[src/rtl/mem_stage_pkg.sv]
// Shared definitions for the memory-access stage: bus widths, field
// positions inside the EXE->MEM bus, load opcodes and the load-kind decoder.
// No ports (package).
package mem_stage_pkg;

  localparam int EM_BUS_W = 103;
  localparam int MW_BUS_W = 70;
  localparam int FWD_W    = 39;

  // EXE->MEM bus field positions
  localparam int EM_ALU_MSB   = 102;
  localparam int EM_ALU_LSB   = 71;
  localparam int EM_FROM_MEM  = 70;
  localparam int EM_GR_WE     = 69;
  localparam int EM_DEST_MSB  = 68;
  localparam int EM_DEST_LSB  = 64;
  localparam int EM_PC_MSB    = 63;
  localparam int EM_PC_LSB    = 32;
  localparam int EM_OP_MSB    = 31;
  localparam int EM_OP_LSB    = 22;

  // Load opcodes, inst[31:22]
  localparam logic [9:0] OP_LD_B  = 10'h0A0;
  localparam logic [9:0] OP_LD_H  = 10'h0A1;
  localparam logic [9:0] OP_LD_W  = 10'h0A2;
  localparam logic [9:0] OP_LD_BU = 10'h0A8;
  localparam logic [9:0] OP_LD_HU = 10'h0A9;

  typedef enum logic [2:0] {
    LK_B  = 3'd0,
    LK_H  = 3'd1,
    LK_W  = 3'd2,
    LK_BU = 3'd3,
    LK_HU = 3'd4
  } load_kind_e;

  // Unknown opcodes fall back to a full word so a mis-decoded load still
  // returns the raw SRAM data rather than a truncated value.
  function automatic load_kind_e decode_load(input logic [9:0] op);
    load_kind_e k;
    case (op)
      OP_LD_B:  k = LK_B;
      OP_LD_H:  k = LK_H;
      OP_LD_BU: k = LK_BU;
      OP_LD_HU: k = LK_HU;
      default:  k = LK_W;
    endcase
    return k;
  endfunction

endpackage

[src/rtl/mem_stage_if.sv]
// Pipeline-side signals of the memory stage.
// Handshake: a transfer EXE->MEM happens on a rising edge where
// EXE_to_MEM_valid & MEM_allow_in; MEM->WB transfers where
// MEM_to_WB_valid & WB_allow_in. Allow signals never depend on the
// incoming valid of the same link.
//   slave  : the memory stage's view
//   master : the surrounding pipeline / environment view
interface mem_stage_if;
  import mem_stage_pkg::*;

  logic                EXE_to_MEM_valid;
  logic                MEM_allow_in;
  logic [EM_BUS_W-1:0] EXE_to_MEM_bus;
  logic [31:0]         data_sram_rdata;
  logic                MEM_to_WB_valid;
  logic                WB_allow_in;
  logic [MW_BUS_W-1:0] MEM_to_WB_bus;
  logic [FWD_W-1:0]    MEM_fwd_bus;

  modport slave (
    input  EXE_to_MEM_valid, EXE_to_MEM_bus, data_sram_rdata, WB_allow_in,
    output MEM_allow_in, MEM_to_WB_valid, MEM_to_WB_bus, MEM_fwd_bus
  );

  modport master (
    output EXE_to_MEM_valid, EXE_to_MEM_bus, data_sram_rdata, WB_allow_in,
    input  MEM_allow_in, MEM_to_WB_valid, MEM_to_WB_bus, MEM_fwd_bus
  );
endinterface

[src/rtl/mem_stage_load_extend.sv]
// Combinational load formatter: picks the byte/half lane addressed by the
// low address bits and sign- or zero-extends it according to the opcode.
//   i_op   : inst[31:22]
//   i_addr : effective address [1:0]
//   i_word : 32-bit SRAM word
//   o_data : extended load result
module mem_stage_load_extend
  import mem_stage_pkg::*;
(
  input  logic [9:0]  i_op,
  input  logic [1:0]  i_addr,
  input  logic [31:0] i_word,
  output logic [31:0] o_data
);

  logic [7:0]  w_byte;
  logic [15:0] w_half;

  always_comb begin
    w_byte = i_word[7:0];
    case (i_addr)
      2'd0: w_byte = i_word[7:0];
      2'd1: w_byte = i_word[15:8];
      2'd2: w_byte = i_word[23:16];
      2'd3: w_byte = i_word[31:24];
      default: w_byte = i_word[7:0];
    endcase
  end

  // Address bit 0 is ignored for halves; misalignment is handled elsewhere.
  assign w_half = i_addr[1] ? i_word[31:16] : i_word[15:0];

  always_comb begin
    o_data = i_word;
    case (decode_load(i_op))
      LK_B:    o_data = {{24{w_byte[7]}}, w_byte};
      LK_BU:   o_data = {24'h0, w_byte};
      LK_H:    o_data = {{16{w_half[15]}}, w_half};
      LK_HU:   o_data = {16'h0, w_half};
      default: o_data = i_word;
    endcase
  end

endmodule

[src/rtl/mem_stage.sv]
// Memory-access pipeline stage (EXE -> MEM -> WB).
// Latches the EXE->MEM bus, formats load data from the synchronous data SRAM,
// and drives the MEM->WB bus plus a bypass/load-use bus back to decode.
//   clk    : clock
//   resetn : synchronous active-low reset
//   bus_if : pipeline handshake, buses and SRAM read data (slave modport)
module mem_stage
  import mem_stage_pkg::*;
(
  input logic        clk,
  input logic        resetn,
  mem_stage_if.slave bus_if
);

  logic                r_mem_valid;
  logic [EM_BUS_W-1:0] r_bus;
  logic                r_hold_vld;
  logic [31:0]         r_rdata_hold;

  logic        w_allow_in;
  logic        w_accept;
  logic [31:0] w_mem_word;
  logic [31:0] w_alu_result;
  logic        w_from_mem;
  logic        w_gr_we;
  logic [4:0]  w_dest;
  logic [31:0] w_pc;
  logic [9:0]  w_op;
  logic [31:0] w_load_data;
  logic [31:0] w_final;
  logic        w_unused;

  // Stage always completes in one cycle, so it only blocks when WB does.
  assign w_allow_in = ~r_mem_valid | bus_if.WB_allow_in;
  assign w_accept   = bus_if.EXE_to_MEM_valid & w_allow_in;

  always_ff @(posedge clk) begin
    if (!resetn) begin
      r_mem_valid  <= 1'b0;
      r_bus        <= '0;
      r_hold_vld   <= 1'b0;
      r_rdata_hold <= '0;
    end else begin
      if (w_allow_in) begin
        r_mem_valid <= bus_if.EXE_to_MEM_valid;
      end
      if (w_accept) begin
        r_bus      <= bus_if.EXE_to_MEM_bus;
        r_hold_vld <= 1'b0;
      end else if (r_mem_valid & ~r_hold_vld & ~bus_if.WB_allow_in) begin
        // The SRAM keeps re-reading whatever EXE presents while we stall, so
        // the word belonging to this instruction is captured on the first
        // stalled cycle and used until the instruction leaves.
        r_rdata_hold <= bus_if.data_sram_rdata;
        r_hold_vld   <= 1'b1;
      end
    end
  end

  assign w_mem_word   = r_hold_vld ? r_rdata_hold : bus_if.data_sram_rdata;
  assign w_alu_result = r_bus[EM_ALU_MSB:EM_ALU_LSB];
  assign w_from_mem   = r_bus[EM_FROM_MEM];
  assign w_gr_we      = r_bus[EM_GR_WE];
  assign w_dest       = r_bus[EM_DEST_MSB:EM_DEST_LSB];
  assign w_pc         = r_bus[EM_PC_MSB:EM_PC_LSB];
  assign w_op         = r_bus[EM_OP_MSB:EM_OP_LSB];
  assign w_unused     = ^r_bus[EM_OP_LSB-1:0];

  mem_stage_load_extend u_load_extend (
    .i_op   (w_op),
    .i_addr (w_alu_result[1:0]),
    .i_word (w_mem_word),
    .o_data (w_load_data)
  );

  assign w_final = w_from_mem ? w_load_data : w_alu_result;

  assign bus_if.MEM_allow_in    = w_allow_in;
  assign bus_if.MEM_to_WB_valid = r_mem_valid;
  assign bus_if.MEM_to_WB_bus   = {w_final, w_gr_we, w_dest, w_pc};
  // r0 is hardwired to zero, so a write to it must never be bypassed.
  assign bus_if.MEM_fwd_bus     = {r_mem_valid & w_gr_we & (w_dest != 5'd0),
                                   w_dest, w_final, r_mem_valid & w_from_mem};

endmodule

[src/flat_wrapper.sv]
// flat-port wrapper written by rule: the top's interface ports become plain ports
module mem_stage_flat import mem_stage_pkg::*;
  (clk, resetn, bus_if_EXE_to_MEM_valid, bus_if_EXE_to_MEM_bus, bus_if_data_sram_rdata, bus_if_WB_allow_in, bus_if_MEM_allow_in, bus_if_MEM_to_WB_valid, bus_if_MEM_to_WB_bus, bus_if_MEM_fwd_bus);
  mem_stage_if bus_if_i ();
  input logic clk;
  input logic resetn;
  input wire logic [$bits(bus_if_i.EXE_to_MEM_valid)-1:0] bus_if_EXE_to_MEM_valid;
  input wire logic [$bits(bus_if_i.EXE_to_MEM_bus)-1:0] bus_if_EXE_to_MEM_bus;
  input wire logic [$bits(bus_if_i.data_sram_rdata)-1:0] bus_if_data_sram_rdata;
  input wire logic [$bits(bus_if_i.WB_allow_in)-1:0] bus_if_WB_allow_in;
  output wire logic [$bits(bus_if_i.MEM_allow_in)-1:0] bus_if_MEM_allow_in;
  output wire logic [$bits(bus_if_i.MEM_to_WB_valid)-1:0] bus_if_MEM_to_WB_valid;
  output wire logic [$bits(bus_if_i.MEM_to_WB_bus)-1:0] bus_if_MEM_to_WB_bus;
  output wire logic [$bits(bus_if_i.MEM_fwd_bus)-1:0] bus_if_MEM_fwd_bus;
  assign bus_if_i.EXE_to_MEM_valid = bus_if_EXE_to_MEM_valid;
  assign bus_if_i.EXE_to_MEM_bus = bus_if_EXE_to_MEM_bus;
  assign bus_if_i.data_sram_rdata = bus_if_data_sram_rdata;
  assign bus_if_i.WB_allow_in = bus_if_WB_allow_in;
  assign bus_if_MEM_allow_in = bus_if_i.MEM_allow_in;
  assign bus_if_MEM_to_WB_valid = bus_if_i.MEM_to_WB_valid;
  assign bus_if_MEM_to_WB_bus = bus_if_i.MEM_to_WB_bus;
  assign bus_if_MEM_fwd_bus = bus_if_i.MEM_fwd_bus;
  mem_stage u_core (.clk(clk), .resetn(resetn), .bus_if(bus_if_i));
endmodule
[config.mk]
export PLATFORM = sky130hd
export DESIGN_NAME = mem_stage_flat
export DESIGN_NICKNAME = d
export VERILOG_FILES = /design/src/rtl/mem_stage_pkg.sv /design/src/rtl/mem_stage_if.sv /design/src/rtl/mem_stage_load_extend.sv /design/src/rtl/mem_stage.sv /design/src/flat_wrapper.sv
export SDC_FILE = /design/constraint.sdc
export NUM_CORES = 1
export LEC_CHECK = 0
export CAP_MARGIN = 20
export CELL_PAD_IN_SITES_DETAIL_PLACEMENT = 0
export CELL_PAD_IN_SITES_GLOBAL_PLACEMENT = 1
export CORE_ASPECT_RATIO = 1.75
export CORE_MARGIN = 3
export CORE_UTILIZATION = 45
export DETAILED_ROUTE_END_ITERATION = 8
export DONT_BUFFER_PORTS = 1
export PLACE_DENSITY = 0.87
export SKIP_CTS_REPAIR_TIMING = 1
export SYNTH_ARGS = -nofsm -noshare
export SYNTH_HDL_FRONTEND = slang
export SYNTH_SLANG_ARGS = --single-unit
[constraint.sdc]
create_clock -name clk -period 2.6 [get_ports clk]
set_input_delay 0.13 -clock clk [delete_from_list [all_inputs] [get_ports clk]]
set_output_delay 0.13 -clock clk [all_outputs]
set_load 0.02 [all_outputs]
==> qor.yml <==
timing:
  fin_crit_ns: 2.54
  min_period_over_period: 0.976
  finalClockSkew_ns: 0.00677
  final-max-slew-violation-count: 0
  finalHoldViolations: 0
  fmax_mhz: 394
  relSlewSlack: 0.559
  fin_hold_ws_ns: 0.141
  finalSetupViolations: 0
  tightest_slew_ns: 0.661
finish:
  layout.nets: 982
  drive_gt1_frac: 0.155
  fillers: 1161
  diodes: 0
  postLayoutCellArea_mm2: 0.00811
  synthToLayoutAreaGrowth_pct: 28.6
  final_core_util: 0.597
pwr:
  power.density_mw_per_mm2: 652
  p_leak_nw: 3.05
  finalPower_mw: 5.29
  peakVddDrop_mv: 0.525
critical_path:
  r2r_end: "u_core.r_bus[35]$_SDFFE_PN0P_"
  cp.required_ns: 2.47
  crit_chain: "buf_12 > mux4_2 > mux2_4 > a211oi_4 > buf_4 > buf_12 > a311oi_2 > buf_4"
  r2r_setup_slack_ns: 0.07
  reg2reg_depth: 6
  cpMaxStageDelayCell: "dfxtp_2"
  cpPeakStageDelay_ns: 0.37
  reg2reg_from: "u_core.bus_if.MEM_to_WB_valid$_SDFFE_PN0N_"
  critical_path_class: "reg2out"
  cp.arrival_ns: 2.41
  critPathLaunchType: "register"
  end_kind: "primary output"
  critPathMaxFanout: 20
  critPathLaunch: "u_core.r_hold_vld$_SDFFE_PP0P_"
global_route:
  grt_util_all_layers: 0.218
  overflow: 0
  grt_max_degree: 116
  grt_pass1_vias: 4882
  grt_pass1_wl_um: 26000
  grt_antenna_before_repair: 0
routing:
  routed_wl_um: 19800
  viasPerCell: 5.51
  vias: 5677
  detail-route-antenna-nets: 0
  drcViolationCount: 0
  firstDrtPassIters: 5
  drt_iter0_drc: 297
  wl_per_cell_um: 19.2
die:
  start_util: 0.464
  fp.dieArea_mm2: 0.0155
  rows: 56
  die_w_um: 95.5
  coreArea_mm2: 0.0136
  io_pins: 250
  dieHeight_um: 163
clocking:
  path_clk_slew_ns: 0.05
  cts_tree: "yes"
  clkLatencyLatePin_ns: 0.40
  htreeDepth: 4
  cts_made_buffers: 17
  cts_sinks: 115
  cts_root_buffer: "clkbuf_16"
  clock_path_buffers: 2
hold_path:
  hold_class: "in2reg"
  holdPathEnd: "u_core.r_bus[73]$_SDFFE_PN0P_"
  hp-start: "bus_if_EXE_to_MEM_valid"
  whs_path_depth: 3
run:
  maxCapViolCount: 0
synthesis:
  syn_area_mm2: 0.00631
  synthCells: 784
  avgSynthCellArea_um2: 8.05
  synth-edff-count: 0
  synthFlopType: "dfxtp_1"
  synthesis.nets: 923
  synth-seq-area-share: 0.365
  yosysWarnings: 0
  ys_types: 34
  ys_seq_elements: 115
  async_reset_ff_frac: 0
outcome:
  status: "completed"
placed_design:
  hpwlAfterDp_um: 12500
  placement.io_buffers: 0
  postPlaceCellArea_mm2: 0.00615
  routabilityCongestion: 0.861
[synthesized netlist by cell type (2+ instances only)]
library cell,count,area [um^2]
o22ai_1,11,68.8
a21oi_1,29,145
mux2_2,21,236
o211ai_1,21,158
dfxtp_1,115,2300
nand3_1,9,45.0
inv_1,3,11.3
and2_1,3,18.8
nand2_1,241,905
buf_2,6,30.0
buf_4,77,578
nand2b_1,22,138
a221oi_1,7,61.3
buf_6,2,22.5
a21boi_1,4,30.0
nor2_1,17,63.8
a311oi_1,2,17.5
mux4_2,9,203
mux2i_1,11,110
nor4b_1,2,17.5
a21boi_0,111,833
clkbuf_1,49,184
[metal layers]
| metal | up-vias | track usage | routed length [um] |
|---|---|---|---|
| met2 | 288 | 0.362 | 10300 |
| li1 | 2688 | - | - |
| met1 | 2651 | 0.246 | 7280 |
| met3 | 50 | 0.0670 | 1370 |
| met5 | - | 0 | 0 |
| met4 | 0 | 0.114 | 762 |
[per-stage QoR]
stage	setup TNS [ns]	setup slack, ns	instances
5_1_grt	-0.386	-0.0691	1030
4_1_cts	-2.94	-0.179	905
6_report	0	0.0615	1030
2_1_floorplan	0	0.0733	784
3_5_place_dp	0	0.257	873
3_3_place_gp	0	0.282	873
[layout make-up]
| type | count | area, um^2 | area share |
|---|---|---|---|
| clock buffers | 21 | 460 | 0.0567 |
| multi-input cells | 532 | 3240 | 0.399 |
| inverters | 3 | 11.3 | 0.00139 |
| repair buffers | 174 | 1730 | 0.213 |
| flip-flops and latches | 115 | 2310 | 0.284 |
| well taps | 174 | 218 | 0.0268 |
| clock inverters | 11 | 158 | 0.0194 |
[critical path, delay by kind of cell (launching register included)]
kind                   cells  cell delay (ns)
AOI/OAI and AO/OA          2             0.25
muxes                      2             0.68
buffers and inverters      4             0.71
DFF                        1             0.37
[registers in the layout, summed over array words and instances (netlist names)]
name                           flops
u_core.r_rdata_hold               32
u_core.bus_if.MEM_to_WB_valid      1
u_core.r_bus                      81
u_core.r_hold_vld                  1
[kinds of logic (layout without fill, tap and decap cells)]
kind of cell    count (synthesis)  after routing  share of synthesized area
flops                         115            115                      0.365
compound gates                190            190                      0.219
buf+inv                       137            209                      0.131
simple gates                  300            300                      0.196
mux                            42             42                     0.0894
[cell usage in the layout, fill, tap and decap left out, types with 2 or more instances in the layout]
| cell | Yosys | final |
|---|---|---|
| dfxtp_1 | 115 | 112 |
| nand2_1 | 241 | 240 |
| mux2i_1 | 11 | 11 |
| a221oi_1 | 7 | 4 |
| inv_1 | 3 | 3 |
| clkbuf_1 | 49 | 2 |
| a21boi_0 | 111 | 111 |
| buf_12 | 0 | 6 |
| buf_4 | 77 | 44 |
| or4b_4 | 0 | 2 |
| a21oi_1 | 29 | 27 |
| nor2_1 | 17 | 16 |
| dfxtp_2 | 0 | 3 |
| nand3_1 | 9 | 9 |
| and2_1 | 3 | 2 |
| clkbuf_8 | 0 | 2 |
| clkinv_2 | 0 | 6 |
| clkbuf_16 | 0 | 18 |
| mux2_2 | 21 | 21 |
| a21boi_1 | 4 | 4 |
| a221oi_2 | 0 | 3 |
| o211ai_1 | 21 | 21 |
| nand2b_1 | 22 | 22 |
| bufinv_16 | 0 | 4 |
| a21oi_2 | 0 | 2 |
| o22ai_1 | 11 | 11 |
| mux4_2 | 9 | 9 |
| nor4b_1 | 2 | 2 |
| a311oi_2 | 0 | 2 |
| dlygate4sd3_1 | 0 | 121 |
[report_power, final]
part / internal, mW / switching (mW) / total [mW] / leakage, nW
registers: 1.86 / 0.118 / 1.98 / 0.944
logic: 0.386 / 0.478 / 0.864 / 1.80
clock network: 1.64 / 0.807 / 2.45 / 0.306
total: 3.89 / 1.40 / 5.29 / 3.05
[worst max path at each step]
stage	end	slack (ns)	cells past startpoint
after floorplan	bus_if_MEM_to_WB_bus[38]	0.07	5
after global placement	bus_if_MEM_to_WB_bus[42]	0.28	5
after detailed placement	bus_if_MEM_fwd_bus[1]	0.26	5
after CTS	bus_if_MEM_fwd_bus[1]	-0.18	5
after global routing	u_core.r_bus[35]$_SDFFE_PN0P_	-0.07	6
final	bus_if_MEM_fwd_bus[24]	0.06	8
Note: power is estimated with default switching activity, not from simulation.
